==> config.mk <==
export PLATFORM = sky130hd
export DESIGN_NAME = bcd_to_bin_seq
export DESIGN_NICKNAME = d
export VERILOG_FILES = /design/src/rtl/bcd_to_bin_seq.sv
export SDC_FILE = /design/constraint.sdc
export NUM_CORES = 1
export LEC_CHECK = 0
export ABC_AREA = 1
export BUFFER_PORTS_ARGS = -buffer_cell sky130_fd_sc_hd__buf_2
export CAP_MARGIN = 20
export CORE_UTILIZATION = 50
export DETAILED_ROUTE_END_ITERATION = 8
export PLACE_DENSITY = 0.71
export REMOVE_ABC_BUFFERS = 1
export SETUP_SLACK_MARGIN = 0.1
export SLEW_MARGIN = 5
export SYNTH_ARGS = -nofsm -noshare
export SYNTH_HDL_FRONTEND = slang
export SYNTH_SLANG_ARGS = --single-unit
==> constraint.sdc <==
create_clock -name clk -period 1.5 [get_ports clk]
set_clock_uncertainty 0.1 [all_clocks]
set_input_delay 0.075 -clock clk [delete_from_list [all_inputs] [get_ports clk]]
set_output_delay 0.075 -clock clk [all_outputs]
set_load 0.02 [all_outputs]
==> src/rtl/bcd_to_bin_seq.sv <==
// Iterative BCD-to-binary converter (reverse double-dabble): one shift-right plus
// per-digit subtract-3 correction per cycle, with a start/done handshake.
module bcd_to_bin_seq #(
    parameter int DIGITS = 3,
    parameter int BIN_W  = 10
) (
    input  logic                  clk,
    input  logic                  reset,
    input  logic                  start,
    input  logic [4*DIGITS-1:0]   bcd_in,
    output logic                  ready,
    output logic                  busy,
    output logic                  done,
    output logic [BIN_W-1:0]      bin_out,
    output logic                  error
);

    localparam int BCD_W = 4 * DIGITS;
    localparam int SR_W  = BCD_W + BIN_W;
    localparam int CNT_W = $clog2(BIN_W + 1);

    typedef enum logic [1:0] {
        IDLE = 2'd0,
        CONV = 2'd1,
        DONE = 2'd2
    } state_t;

    state_t             state_q;
    logic [SR_W-1:0]    sr_q;
    logic [SR_W-1:0]    sr_d;
    logic [CNT_W-1:0]   cnt_q;
    logic [BIN_W-1:0]   bin_q;
    logic               err_q;
    logic               bad_digit;

    // One reverse double-dabble step: shift, then pull every digit >= 8 back by 3.
    always_comb begin
        sr_d = sr_q >> 1;
        for (int i = 0; i < DIGITS; i++) begin
            if (sr_d[BIN_W+4*i +: 4] >= 4'd8) begin
                sr_d[BIN_W+4*i +: 4] = sr_d[BIN_W+4*i +: 4] - 4'd3;
            end
        end
    end

    always_comb begin
        bad_digit = 1'b0;
        for (int i = 0; i < DIGITS; i++) begin
            if (bcd_in[4*i +: 4] > 4'd9) begin
                bad_digit = 1'b1;
            end
        end
    end

    always_ff @(posedge clk or posedge reset) begin
        if (reset) begin
            state_q <= IDLE;
            sr_q    <= '0;
            cnt_q   <= '0;
            bin_q   <= '0;
            err_q   <= 1'b0;
        end else begin
            case (state_q)
                IDLE: begin
                    if (start) begin
                        if (bad_digit) begin
                            bin_q   <= '0;
                            err_q   <= 1'b1;
                            state_q <= DONE;
                        end else begin
                            sr_q    <= {bcd_in, {BIN_W{1'b0}}};
                            cnt_q   <= '0;
                            state_q <= CONV;
                        end
                    end
                end
                CONV: begin
                    sr_q  <= sr_d;
                    cnt_q <= cnt_q + CNT_W'(1);
                    // The BCD field has drained to zero after BIN_W steps.
                    if (cnt_q == CNT_W'(BIN_W - 1)) begin
                        bin_q   <= sr_d[BIN_W-1:0];
                        err_q   <= 1'b0;
                        state_q <= DONE;
                    end
                end
                DONE: begin
                    state_q <= IDLE;
                end
                default: begin
                    state_q <= IDLE;
                end
            endcase
        end
    end

    assign ready   = (state_q == IDLE);
    assign busy    = (state_q == CONV);
    assign done    = (state_q == DONE);
    assign bin_out = bin_q;
    assign error   = err_q;

endmodule

After elaboration in Yosys (flattened, before gate mapping)
Cells that the tools add are included.
{ "totals": {"wordCells": 51, "ff_bits": 39, "output_inout_bits": 14, "in_bits": 15} }
{ "classes": {"n_mux": 24, "n_reduce_logical": 5, "add_sub_neg": 4, "magnitude_cmp": 6, "n_eq_ne": 7} }
{ "op_table": {"columns": ["operator", "n"], "rows": [
  ["2-to-1 mux 22 bit", 2],
  ["one-hot mux 22 bit (2 select lines)", 1],
  ["2-to-1 mux 10 bit", 3],
  ["2-to-1 mux 4 bit", 5],
  ["one-hot mux 10 bit (2 select lines)", 1],
  ["greater-than comparator 4 bit, second input constant", 3],
  [">= comparator 4 bit, second input constant", 2],
  ["one-hot mux 4 bit (2 select lines)", 1],
  ["subtractor 4 x 2 -> 4 bit, second input constant", 2],
  ["2-to-1 mux 1 bit", 6],
  ["2-to-1 mux 2 bit", 3],
  ["adder 4 x 1 -> 4 bit, second input constant", 1],
  ["equality test 4 bit, second input constant", 1],
  [">= comparator 3 x 4 -> 1 bit, second input constant", 1],
  ["!= test 2 x 1 -> 1 bit, second input constant", 2],
  ["!= test 2 bit, second input constant", 2],
  ["one-hot mux 2 bit (2 select lines)", 1],
  ["AND reduction 4 bit", 1],
  ["subtractor 3 x 2 -> 4 bit, second input constant", 1],
  ["AND reduction 3 bit", 1],
  ["equality test 2 x 1 -> 1 bit, second input constant", 1],
  ["equality test 2 bit, second input constant", 1],
  ["zero test 2 bit", 1],
  ["one-hot mux 1 bit (2 select lines)", 1],
  ["2 further kinds", 2]
]} }

Longest topological paths before layout
{ "depth": {"ltp_word": 7, "depth_mapped": 10} }

Least setup slack after synthesis
Ideal clock, no wire load.
{ "synth_timing": {"kind": "flip-flop to flip-flop", "from": "register state_q[0]", "to": "register sr_q[18]", "setup_slack_ns": -0.005, "required_time_ns": 1.335, "period_less_slack_ns": 1.505, "n_path_buf": 1, "path_stages_with_launch": 7, "arrival_ns": 1.340, "path_cell_list": "dfrtp_1 > nor2_1 > nand2_1 > nand2_2 > buf_4 > nand2_1 > nand2_1"} }
{ "synth_between": {"elab_chain_len": 3, "elab_cells_between_ends": 7} }
{ "synth_lines": {"columns": ["item", "line", "rtl"], "rows": [
  ["start: declaration", "28", "state_t state_q;"],
  ["start signal: assignment", "57", "state_q <= IDLE;"],
  ["start signal: assignment", "69", "state_q <= DONE;"],
  ["start signal: assignment", "73", "state_q <= CONV;"],
  ["zero test 2 bit *", null, null],
  ["named net ready", "11", "output logic ready,"],
  ["!= test 2 bit (no line) / nonzero test 2 bit (equally long branches)", null, null],
  ["AND reduction 3 bit (no line)", null, null],
  ["end signal: assignment", "71", "sr_q <= {bcd_in, {BIN_W{1'b0}}};"],
  ["end signal: assignment", "78", "sr_q <= sr_d;"],
  ["end: declaration", "29", "logic [SR_W-1:0] sr_q;"]
]} }
Mark *: on every way through the listed nets, which the timed path passes. The rest lies on a longest branch.
A chain may end at the register's enable or synchronous reset.

Final worst setup path
{ "layout_timing": {"from": "register state_q[0]", "to": "output port busy"} }
{ "layout_between": {"elab_chain_len": 1} }
{ "layout_lines": {"columns": ["item", "line", "rtl"], "rows": [
  ["equality test 2 x 1 -> 1 bit", "98", "assign busy = (state_q == CONV);"],
  ["end: declaration", "12", "output logic busy,"]
]} }
No other way between the ends.

==> results.cfg <==
[floorplanning]
die_height_um = 64.2
rows = 22
start_util = 0.524
design.die.area_sq_mm = 0.00412
num_io_pins = 29
core_area_sq_mm = 0.00369
die_w_um = 64.2

[sta]
finalSetupViolCount = 0
finalCriticalPeriod_ns = 1.39
hold_violations = 0
fmax_ghz = 0.717
finalWorstSetupSlack_ns = 0.106
final_max_slew_viol_count = 0
timing.slew.headroom = 0.686
worst_pin_slew_ns = 0.471
rsz0062_at_grt = yes
finalCritPeriodShare = 0.929

[placed_design]
gp_congestion = 0.790
port_buffers = 28
post-place-ws_ns = 0.0848
post-dp-hpwl_um = 2710
dp.cells = 327

[power_and_ir_drop]
powerDensity_mw_per_mm2 = 2040
power_frac_clock = 0.144
ir_drop_mv = 1.24
power_frac_seq = 0.360
p_leak_nw = 1.39
cellInternalPower_w = 0.00284
power_frac_comb = 0.495
swShare = 0.434
switching_power_w = 0.00218

[finish]
final_cells = 347
area_growth_pct = 27.2
diodes = 0
drive_gt1_frac = 0.264
fin_nets = 319

[route]
drc = 0
drt_first_iter_violations = 82
vias = 1672
vias_per_cell = 4.82
ant_nets = 0
drt_wl_total_um = 4100
route.detailed.wl_per_inst_um = 11.8
drt_first_pass_iters = 4

[min_path]
hp-class = primary input to flop

[global_route]
grt_pass1_vias = 1441
antenna_found_initial = 0
grt_max_degree = 39
grt_pass1_wl_um = 6290
grt_usage = 0.205
grt-ovfl-total = 0

[cts]
cts_sinks = 38
h-tree-depth = 2
clk_path_buf_depth = 2
clkTransAtPathRegs_ns = 0.07
cts_tree = built
cts_made_buffers = 5
root_buffer = clkbuf_8
insertion_delay_ns = 0.29

[logic_synthesis]
yosys_warnings = 0
syn-instance-count = 250
synth_xor_area_frac = 0.00906
synthAdderAreaFrac = 0.0388
yosysSeqAreaShare = 0.492
synth-seq-cells = 38
synth.mux.area_fraction = 0
synth_area_sq_mm = 0.00193
yosys.area_share.simple = 0.356
synth_top_family_by_area = simple AND/OR/NAND/NOR gates
syn_avg_cell_area_sq_um = 7.74
synth_compound_area_frac = 0.0369
ys_types = 22

[run_status]
status = finished, final reports clean

[run]
maxCapViolCount = 0

[critical_path]
arrival_ns = 1.22
crit_path_end_kind = output port
criticalPathCategory = flop to output port
critical_path_required_ns = 1.32
critPathMaxFanout = 8
cp-start-kind = flop
[per-stage QoR]
stage | area (sq um) | util | power [W] | TNS, ns | hold WS, ns
finish | 2460 | 0.667 | 0.00501 | 0 | 0.0145
global route | 2460 | 0.667 | 0.00542 | 0 | 0.0498
CTS | 2300 | 0.623 | 0.00459 | 0 | 0.0137
detailed placement | 2160 | 0.586 | 0.00381 | 0 | 0.108
global placement | 2160 | 0.586 | 0.00377 | 0 | 0.110
floorplan | 1860 | - | 0.00307 | -9.40 | 0.120
[worst paths after layout]
kind                             from          to  slack, ns  cells past startpoint
max                        state_q[0]        busy       0.11                      4
min                         bcd_in[8]    sr_q[18]       0.01                      5
max reg2reg                state_q[1]  bin_out[8]       0.15                      7
min reg2reg                bin_out[7]  bin_out[7]       0.37                      2
max in group asynchronous       reset  state_q[0]       0.61                      4
min in group asynchronous       reset    cnt_q[3]       0.33                      4
[worst max-delay path, cell delays in order, from the launching register on]
cell and delay, ns:
dfrtp_2 0.46, nand2_4 0.15, inv_6 0.06, buf_8 0.13, buf_6 0.12
[placed cells by master (no fill, tap or decap), types with 2 or more instances in the layout]
cell | synthesis | layout
dfrtp_1 | 38 | 35
xnor2_1 | 2 | 2
nor2_1 | 5 | 4
buf_2 | 5 | 27
o21ai_1 | 2 | 5
buf_6 | 1 | 3
nand4_1 | 11 | 11
nand2_2 | 2 | 4
nand2_1 | 119 | 116
inv_6 | 0 | 2
a21oi_1 | 2 | 2
or2_2 | 3 | 3
inv_1 | 13 | 12
inv_2 | 3 | 2
buf_8 | 0 | 2
dfrtp_2 | 0 | 3
buf_4 | 3 | 18
clkbuf_8 | 0 | 6
dlygate4sd3_1 | 0 | 2
ha_1 | 6 | 5
nand2_8 | 0 | 2
o21ai_0 | 7 | 3
nand3_1 | 21 | 21
[kinds of logic after synthesis]
logic type	Yosys count
compound gates	13
xor+xnor	2
fa+ha+maj	6
buf+inv	28
flops	38
simple gates	163
[Yosys cell counts (all sizes together)]
cell	instances	area, sq um
ha	6	75.1
dfrtp	38	951
nand3	21	105
clkbuf	3	11.3
inv	16	60.1
o21bai	1	7.51
a21oi	2	10.0
xnor2	2	17.5
nand3b	1	7.51
or2	3	18.8
nor2	5	18.8
nand4	11	68.8
nand2	122	470
o21ai	10	53.8
buf	9	58.8
[layout make-up]
cell class,count,area (sq um)
Multi-Input combinational cell,185,926
Inverter,16,70.1
Timing Repair Buffer,52,354
Fill cell,314,1230
Sequential cell,38,955
Clock buffer,6,82.6
Clock inverter,2,12.5
Tap cell,48,60.1
[what timing repair did]
item	in CTS	in global routing
endpoints found under the hold margin	39	0
gates resized for setup	4	27
endpoints found under the setup margin	13	39
pin swaps	0	5
cloned	0	1
setup buffers	1	8
hold buffers	2	0
[layer usage]
layer | global-route usage | vias up | share of wire
met1 | 0.275 | 748 | 0.49
met3 | 0.0679 | 2 | 0.053
met4 | 0.0806 | 0 | 0.0061
li1 | - | 884 | -
met5 | 0 | - | 0
met2 | 0.306 | 38 | 0.45
[power by group through the flow]
stage	registers, W	clock network (W)	logic, W
global route	0.00186	0.000778	0.00279
finish	0.00181	0.000724	0.00248
floorplan	0.00183	0	0.00124
CTS	0.00178	0.000738	0.00207
detailed placement	0.00180	0	0.00201
global placement	0.00179	0	0.00198
[registers in the layout, indices dropped and copies added (netlist names)]
name,count
sr_q,21
bin_out,10
cnt_q,4
state_q,2
error,1
Note: power is estimated with default switching activity, not from simulation.
